<file path="src/rtl/alu_pkg.sv">
// Shared definitions for the ALU serial protocol: frame constants, error flag
// layout and the CRC3 used on the control frame of a data response.
package alu_pkg;

  localparam int   FRAME_BITS  = 11;
  localparam int   DATA_FRAMES = 4;
  localparam logic TYPE_DATA   = 1'b0;
  localparam logic TYPE_CMD    = 1'b1;

  typedef struct packed {
    logic data;
    logic crc;
    logic op;
  } err_flags_t;

  typedef enum logic [1:0] {
    ST_IDLE = 2'd0,
    ST_SEND = 2'd1,
    ST_GAP  = 2'd2
  } ser_state_t;

  // x^3+x+1, initial value 0, message consumed MSB first.
  function automatic logic [2:0] crc3_calc(input logic [36:0] vec);
    logic [2:0] crc;
    logic       fb;
    crc = 3'b000;
    for (int i = 36; i >= 0; i--) begin
      fb  = vec[i] ^ crc[2];
      crc = {crc[1], crc[0] ^ fb, fb};
    end
    return crc;
  endfunction

endpackage

</file>
<file path="src/rtl/alu_frame_shifter.sv">
// Sends one 11-bit frame MSB first on a registered serial line; the line
// rests high whenever no frame is being shifted.
module alu_frame_shifter
  import alu_pkg::*;
(
  input  logic                  clk,
  input  logic                  rst_n,
  input  logic                  load,
  input  logic [FRAME_BITS-1:0] frame,
  output logic                  sout,
  output logic                  busy,
  output logic                  frame_done,
  output logic                  bit_penult
);

  logic [FRAME_BITS-2:0] sr;
  logic [3:0]            bit_cnt;

  // A load wins over shifting so the top can chain frames with no idle bit.
  always_ff @(posedge clk) begin
    if (!rst_n) begin
      sr      <= '1;
      bit_cnt <= 4'd0;
      busy    <= 1'b0;
      sout    <= 1'b1;
    end else if (load) begin
      sout    <= frame[FRAME_BITS-1];
      sr      <= frame[FRAME_BITS-2:0];
      bit_cnt <= 4'd0;
      busy    <= 1'b1;
    end else if (busy) begin
      if (frame_done) begin
        busy    <= 1'b0;
        sout    <= 1'b1;
        bit_cnt <= 4'd0;
      end else begin
        sout    <= sr[FRAME_BITS-2];
        sr      <= {sr[FRAME_BITS-3:0], 1'b1};
        bit_cnt <= bit_cnt + 4'd1;
      end
    end
  end

  assign frame_done = busy && (bit_cnt == 4'(FRAME_BITS - 1));
  assign bit_penult = busy && (bit_cnt == 4'(FRAME_BITS - 2));

endmodule

</file>
<file path="src/rtl/alu_sout_serializer.sv">
// Response transmitter: captures one result or error report per handshake and
// sequences its frames through alu_frame_shifter onto sout.
module alu_sout_serializer
  import alu_pkg::*;
#(
  parameter int IDLE_GAP = 1
) (
  input  logic        clk,
  input  logic        rst_n,
  input  logic        req_valid,
  output logic        req_ready,
  input  logic        req_is_err,
  input  logic [31:0] req_data,
  input  logic [3:0]  req_flags,
  input  logic [2:0]  req_err,
  output logic        sout,
  output logic        busy
);

  // Handshake: a request transfers on any rising edge where req_valid and
  // req_ready are both 1; req_ready never depends on req_valid, and inputs
  // seen while req_ready is 0 are ignored.

  ser_state_t state, state_nxt;
  logic        ready_en;
  logic        is_err_q;
  logic [31:0] data_q;
  logic [3:0]  flags_q;
  logic [2:0]  crc_q;
  logic [5:0]  err6_q;
  logic        par_q;
  logic [2:0]  frame_cnt;
  logic [3:0]  gap_cnt;
  logic        accept, load, last_frame, gap_last;
  logic        sh_busy, frame_done, bit_penult;
  logic [2:0]  load_idx;
  logic [FRAME_BITS-1:0] frame;
  err_flags_t  err_in;

  assign err_in     = err_flags_t'(req_err);
  assign accept     = req_valid && req_ready;
  assign gap_last   = (gap_cnt == 4'(IDLE_GAP - 1));
  assign last_frame = is_err_q ? (frame_cnt == 3'd0) : (frame_cnt == 3'(DATA_FRAMES));

  always_ff @(posedge clk) begin
    if (!rst_n) state <= ST_IDLE;
    else        state <= state_nxt;
  end

  // SEND ends as the final bit is launched, so GAP's last cycle lines up with
  // the last idle-high bit and a new request can be taken there.
  always_comb begin
    state_nxt = state;
    unique case (state)
      ST_IDLE: if (accept) state_nxt = ST_SEND;
      ST_SEND: if (bit_penult && last_frame) state_nxt = ST_GAP;
      ST_GAP: begin
        if (accept)        state_nxt = ST_SEND;
        else if (gap_last) state_nxt = ST_IDLE;
      end
      default: state_nxt = ST_IDLE;
    endcase
  end

  always_comb begin
    req_ready = ready_en && ((state == ST_IDLE) || (state == ST_GAP && gap_last));
    load      = 1'b0;
    load_idx  = 3'd0;
    if (state == ST_SEND) begin
      if (!sh_busy) begin
        load = 1'b1;
      end else if (frame_done && !last_frame) begin
        load     = 1'b1;
        load_idx = frame_cnt + 3'd1;
      end
    end
  end

  always_ff @(posedge clk) begin
    if (!rst_n) ready_en <= 1'b0;
    else        ready_en <= 1'b1;
  end

  always_ff @(posedge clk) begin
    if (!rst_n) begin
      is_err_q <= 1'b0;
      data_q   <= 32'd0;
      flags_q  <= 4'd0;
      crc_q    <= 3'd0;
      err6_q   <= 6'd0;
      par_q    <= 1'b0;
    end else if (accept) begin
      is_err_q <= req_is_err;
      data_q   <= req_data;
      flags_q  <= req_flags;
      crc_q    <= crc3_calc({req_data, 1'b0, req_flags});
      err6_q   <= {err_in, err_in};
      par_q    <= ^{1'b1, err_in, err_in};
    end
  end

  always_ff @(posedge clk) begin
    if (!rst_n)      frame_cnt <= 3'd0;
    else if (accept) frame_cnt <= 3'd0;
    else if (load)   frame_cnt <= load_idx;
  end

  always_ff @(posedge clk) begin
    if (!rst_n)                                   gap_cnt <= 4'd0;
    else if (state == ST_GAP && state_nxt == ST_GAP) gap_cnt <= gap_cnt + 4'd1;
    else                                          gap_cnt <= 4'd0;
  end

  always_comb begin
    frame = {1'b0, TYPE_CMD, 1'b0, flags_q, crc_q, 1'b1};
    if (is_err_q) begin
      frame = {1'b0, TYPE_CMD, 1'b1, err6_q, par_q, 1'b1};
    end else begin
      unique case (load_idx)
        3'd0:    frame = {1'b0, TYPE_DATA, data_q[31:24], 1'b1};
        3'd1:    frame = {1'b0, TYPE_DATA, data_q[23:16], 1'b1};
        3'd2:    frame = {1'b0, TYPE_DATA, data_q[15:8],  1'b1};
        3'd3:    frame = {1'b0, TYPE_DATA, data_q[7:0],   1'b1};
        default: frame = {1'b0, TYPE_CMD, 1'b0, flags_q, crc_q, 1'b1};
      endcase
    end
  end

  alu_frame_shifter u_shifter (
    .clk        (clk),
    .rst_n      (rst_n),
    .load       (load),
    .frame      (frame),
    .sout       (sout),
    .busy       (sh_busy),
    .frame_done (frame_done),
    .bit_penult (bit_penult)
  );

  assign busy = sh_busy;

endmodule

</file>
<file path="config.mk">
export PLATFORM = sky130hd
export DESIGN_NAME = alu_sout_serializer
export DESIGN_NICKNAME = d
export VERILOG_FILES = /design/src/rtl/alu_pkg.sv /design/src/rtl/alu_frame_shifter.sv /design/src/rtl/alu_sout_serializer.sv
export SDC_FILE = /design/constraint.sdc
export NUM_CORES = 1
export LEC_CHECK = 0
export ABC_AREA = 1
export BUFFER_PORTS_ARGS = -buffer_cell sky130_fd_sc_hd__buf_2
export CAP_MARGIN = 20
export CORE_MARGIN = 4
export CORE_UTILIZATION = 45
export DETAILED_ROUTE_END_ITERATION = 8
export GPL_TIMING_DRIVEN = 0
export PLACE_DENSITY_LB_ADDON = 0.08
export SLEW_MARGIN = 20
export SYNTH_ARGS = -nofsm -noshare
export SYNTH_HDL_FRONTEND = slang
export SYNTH_SLANG_ARGS = --single-unit
</file>
<file path="constraint.sdc">
create_clock -name clk -period 2.2 [get_ports clk]
set_input_delay 0.11 -clock clk [delete_from_list [all_inputs] [get_ports clk]]
set_output_delay 0.11 -clock clk [all_outputs]
set_load 0.01 [all_outputs]
</file>
* Word-level counts from Yosys, hierarchy flattened
Index checks and enable logic that the tools add are counted.
** Storage, ports and cells
- Flip-flop bits (word level) :: 73
** Cells by class
- Add/subtract/negate cells :: 3
- Equality and inequality tests :: 10
- Muxes and demuxes :: 25
- Bitwise operators :: 71
- Reduce and logical (&&, ||, !) cells :: 20
** Operator list (number)
- $xor 1x1->1 :: 70
- $mux 10 :: 4
- $pmux 10 s4 :: 1
- $mux 1 :: 11
- $mux 3 :: 3
- $add 4x1->4 const B :: 2
- $eq 4x4->1 const B :: 2
- $logic_and 1x1->1 :: 8
- $mux 2 :: 4
- $reduce_xor 7->1 :: 1
- $eq 3x2->1 const B :: 2
- $logic_not 3->1 :: 2
- $pmux 2 s3 :: 1
- $eq 2x2->1 const B :: 2
- $logic_not 4->1 :: 1
- $mux 4 :: 1
- $reduce_and 2->1 :: 2
- $reduce_or 2->1 :: 2
- $add 3x1->3 const B :: 1
- $eq 3x1->1 const B :: 1
- $eq 3x3->1 const B :: 1
- $eq 2x1->1 const B :: 1
- $logic_not 2->1 :: 1
- $ne 2x2->1 const B :: 1
- 4 further kinds :: 4

* Longest topological paths before layout
- Word-level depth :: 35
- Depth in mapped cells :: 36
- Depth with buffers taken out :: 36

* Cells and area by module
A second synthesis with hierarchy kept.
** Second synthesis, totals
- Cells, all modules :: 695
- Area total of the unflattened synthesis :: 4415.5 um2
** Modules (own cells, without submodules)
- alu_sout_serializer :: instances 1, cells an instance 569, area an instance 3547.2 um2, sequential area each 1081.0 um2
- alu_frame_shifter :: instances 1, cells an instance 126, area an instance 868.3 um2, sequential area each 320.3 um2

* Worst setup path after synthesis
Ideal clock, no wire load.
- Path type :: in2reg
- From :: input port req_data[28]
- To :: register crc_q[1]
- Library setup time :: 0.109 ns
- Arrival time :: 2.311 ns
- Data required time :: 2.091 ns
- Slack :: -0.220 ns
- Cell stages on the path :: 29
- Cells stage by stage :: inv_1 > nand2_1 > nand2_1 > xor2_2 > nand2_2 > nand2_2 > inv_2 > nand2_1 > nand2_1 > nand2_1 > nand2_1 > nand2_1 > nand2_1 > nand2_1 > nand3_1 > nand3_1 > nand2_1 > nand2_1 > nand2_1 > nand2_1 > nand2_1 > xnor3_1 > nand2_1 > nand2_1 > clkinv_1 > nand2_1 > nand3_1 > nand2_1 > inv_1
** On the way
- Longest elaborated chain between the ends :: 34
- Elaborated cells on any way between the ends :: 65
- Those cells by class :: bitwise (65)
** RTL lines
- start, declared :: RTL line alu_sout_serializer.sv:13 : input logic [31:0] req_data,
- $xor 1x1->1 (*) :: RTL line alu_pkg.sv:28 : fb = vec[i] ^ crc[2];
- $xor 1x1->1 :: RTL line alu_pkg.sv:29 : crc = {crc[1], crc[0] ^ fb, fb};
- $xor 1x1->1 :: RTL line alu_pkg.sv:28
- $xor 1x1->1 :: RTL line alu_pkg.sv:29
- $xor 1x1->1 :: RTL line alu_pkg.sv:28
- $xor 1x1->1 :: RTL line alu_pkg.sv:29
- $xor 1x1->1 :: RTL line alu_pkg.sv:28
- $xor 1x1->1 :: RTL line alu_pkg.sv:29
- [18 not listed]
- $xor 1x1->1 :: RTL line alu_pkg.sv:28
- $xor 1x1->1 :: RTL line alu_pkg.sv:29
- $xor 1x1->1 :: RTL line alu_pkg.sv:28
- $xor 1x1->1 :: RTL line alu_pkg.sv:29
- $xor 1x1->1 :: RTL line alu_pkg.sv:28
- $xor 1x1->1 :: RTL line alu_pkg.sv:29
- $xor 1x1->1 :: RTL line alu_pkg.sv:28
- $xor 1x1->1 (*) :: RTL line alu_pkg.sv:29
- end signal, assigned :: RTL line alu_sout_serializer.sv:96 : crc_q <= crc3_calc({req_data, 1'b0, req_flags});
- end, declared :: RTL line alu_sout_serializer.sv:29 : logic [2:0] crc_q;
Mark *: on every way between the ends. The rest lies on a longest branch, timed or not.
A chain may end at the register's enable or synchronous reset.

* Worst setup path in the final report
- From :: input port req_data[26]
- To :: register crc_q[1]
** On the way
- Longest elaborated chain between the ends :: 32
- Elaborated cells on any way between the ends :: 61
- Those cells by class :: bitwise (61)
** RTL lines (RTL line)
- $xor 1x1->1 (*) :: alu_pkg.sv:28
- $xor 1x1->1 :: alu_pkg.sv:29
- $xor 1x1->1 :: alu_pkg.sv:28
- $xor 1x1->1 :: alu_pkg.sv:29
- $xor 1x1->1 :: alu_pkg.sv:28
- $xor 1x1->1 :: alu_pkg.sv:29
- $xor 1x1->1 :: alu_pkg.sv:28
- $xor 1x1->1 :: alu_pkg.sv:29
- [16 not listed]
- $xor 1x1->1 :: alu_pkg.sv:28
- $xor 1x1->1 :: alu_pkg.sv:29
- $xor 1x1->1 :: alu_pkg.sv:28
- $xor 1x1->1 :: alu_pkg.sv:29
- $xor 1x1->1 :: alu_pkg.sv:28
- $xor 1x1->1 :: alu_pkg.sv:29
- $xor 1x1->1 :: alu_pkg.sv:28
- $xor 1x1->1 (*) :: alu_pkg.sv:29
Marks and branches as above.

==> results.cfg <==
[run_status]
status = finished with violations
violations = setup timing

[clocking]
root_buffer = clkbuf_8
clock-sinks = 69
clkSlewWorstSetupHoldPaths_ps = 70
cts_made_buffers = 9
clk_latency_ps = 350
cts_tree = yes
clk_path_buf_depth = 2
htreeDepth = 3

[cells_and_area]
stdcell_count = 758
drive_gt1_share_pct = 39.20
fin_nets = 699
diodes = 0
nFillCells = 752
area_delta_synth_final_pct = 42.97

[sta]
slew_headroom_pct = 65.17
fin_hold_ws_ps = 5.805
post-route-period-util_pct = 113.7
finClkSkew_ps = 10.25
timing.fmax_ghz = 0.3997
grt_setup_unrepaired = true
layout_min_cycle_time_ps = 2502
finalWorstSetupSlack_ps = -301.8
setup_violations = 5
hold_viol = 0
worst_slew_pin_slew_ps = 522.4
fin_tns_setup_ps = -847.2
slew_viol_final = 0

[global_route]
grt_usage_pct = 20.65
grt-ovfl-total = 0
grt_pass1_vias = 3602
antenna_found_initial = 0
grt_start_max_net_pins = 11
grt_pass1_wl_um = 16450

[synth]
syn_area_per_cell_sq_um = 6.819
yosysUniqueCellTypes = 32
yosys_register_bits = 69
syn_area_sq_mm = 0.003846
yosysWarnings = 0
synth_fp_nets = 614
syn_inst = 564
ys_seq_area_share_pct = 35.91

[routing]
num_vias = 3915
firstDrtPassIters = 5
drc = 0
drtIter0Drc = 191
ant_nets = 0
route.detailed.wl_per_inst_um = 14.13
wirelength_um = 10710
viasPerCell = 5.165

[critical_path]
required_ps = 2450
path_class = primary input to flip-flop
critPathLaunchType = primary input
cp_max_fo = 4
endpoint_kind = flip-flop
slowest_stage = xnor3_1
path_common_cell = nand2_4
cp_top_family = simple AND/OR/NAND/NOR gates
slowest_delay_ps = 220
rr_startpoint = frame_cnt[1]$_SDFFE_PP0P_
cp_num_buf_inv = 6
crit_start = req_data[26]
cp.arrival_ps = 2750

[pwr]
p_per_area_mw_per_mm2 = 684.5
p_leak_nw = 2.501
irDropWorstVdd_mv = 0.4202

[min_path]
hold_start = req_data[11]
hp-class = primary input to flip-flop

[placement]
dp.cells = 714
dpl.hpwl_um = 7382
dpl_worst_slack_ps = -777.9
io_buffers = 45
place.gp.congestion = 0.8726

[floorplanning]
die_w_um = 100.5
start_util_pct = 46.58
rows = 33
core_area_sq_mm = 0.008258
dieArea_sq_mm = 0.01009
io_pins = 46
fp.dieH_um = 100.5

[run]
max-cap-violations = 0
flip-flops by register name, indices dropped and copies added, names as in the netlist, 2 cells and up:
signal / count
data_q: 32
u_shifter.sr: 9
flags_q: 4
gap_cnt: 4
u_shifter.bit_cnt: 4
crc_q: 3
err6_q: 3
frame_cnt: 3
state: 2
kinds of logic after synthesis:
group | share of synthesized area, %
and+or+nand+nor | 29.28
buffers and inverters | 11.55
AOI/OAI and AO/OA | 13.27
DFF | 35.91
xor gates and xnor gates | 7.710
adders and majority gates | 2.277
layout by cell type (no fill, tap or decap), drive strengths merged:
cell type and instances:
inv 102, dlygate4sd3 9, nand3 56, clkinv 5
nand2 161, o22ai 31, o2111ai 1, a211oi 1
a21oi 13, a221oi 1, clkinvlp 1, nor2 26
o211ai 7, xor2 15, nor3b 1, xnor3 2
clkbuf 24, o21ai 31, buf 66, dfxtp 69
o21a 2, nand4 1, nand3b 2, ha 7
xnor2 12, nor3 7
metal layers:
layer  up-vias  global-route usage (%)  wire length, um
met5         -                       0                0
met4         0                   8.394              314
met3        26                   3.806              422
met2        87                   34.25             5163
met1      1834                   26.47             4809
li1       1968                       -                -
Yosys cell counts:
cell	count	area, sq um
o21ai_0	30	150.1
nand2_1	144	540.5
nand3b_1	2	15.01
o21a_1	2	15.01
nand3_1	53	265.3
o21ai_2	1	8.760
o2111ai_1	1	8.760
xnor3_1	2	45.04
o22ai_1	31	193.9
clkbuf_1	10	37.54
nor3_1	7	35.03
o211ai_1	7	52.55
nand2_4	4	45.04
xor2_1	13	113.9
nand3_2	3	30.03
xor2_2	2	32.53
inv_2	2	7.510
inv_1	100	375.4
dfxtp_1	69	1381
ha_1	7	87.58
nor2_2	1	6.260
a221oi_1	1	8.760
clkinv_2	1	5.000
nor2_1	25	93.84
nand4_1	1	6.260
xnor2_1	12	105.1
clkinv_1	3	11.26
buf_1	2	7.510
nand2_2	13	81.33
a21oi_1	13	65.06
nor3b_1	1	7.510
a211oi_1	1	7.510
power by group:
group	total, W	internal [W]	switching (W)
Clock	0.000884	0.000432	0.000452
Sequential	0.00136	0.00132	0.0000350
Combinational	0.00152	0.000601	0.000920
Total	0.00376	0.00236	0.00141
worst min-delay path: stages:
cell and delay (ps):
buf_2 100, nand2_1 50, o21ai_0 50
path summary, 6_finish.rpt:
check,slack (ps),cells after the start,endpoint
min reg2reg,480,1,gap_cnt[0]$_SDFF_PN0_
min,6,3,data_q[11]$_SDFFE_PN0P_
max reg2reg,-60,19,u_shifter.sr[6]$_SDFFE_PN1P_
max,-300,31,crc_q[1]$_SDFFE_PN0P_
timing repair:
action                                 CTS  global route
pin swaps                               27            57
buffers inserted                         7            13
setup endpoints to repair               40            54
resized for setup                       88           123
endpoints found under the hold margin    9             0
hold buffers                             9             0
layout make-up:
type	instances	area, sq um	area share (%)
multi-input combinational	377	2809	51.08
timing repair buffer	74	521.8	9.488
tap	105	131.4	2.389
buffer	12	52.55	0.9556
inverter	106	435.4	7.918
clock buffer	13	148.9	2.708
sequential	69	1390	25.28
clock inverter	2	10.01	0.1820
per-stage QoR:
| step | instance area [sq um] | total power (W) | utilization (%) |
|---|---|---|---|
| 6_report | 5499 | 0.003764 | 66.59 |
| 5_1_grt | 5499 | 0.004003 | 66.59 |
| 4_1_cts | 4928 | 0.003543 | 59.68 |
| 3_5_place_dp | 4342 | 0.002449 | 52.58 |
| 3_3_place_gp | 4342 | 0.002424 | 52.58 |
| 2_1_floorplan | 3985 | 0.002205 | - |
No activity file was read; power rests on OpenSTA's default activity.
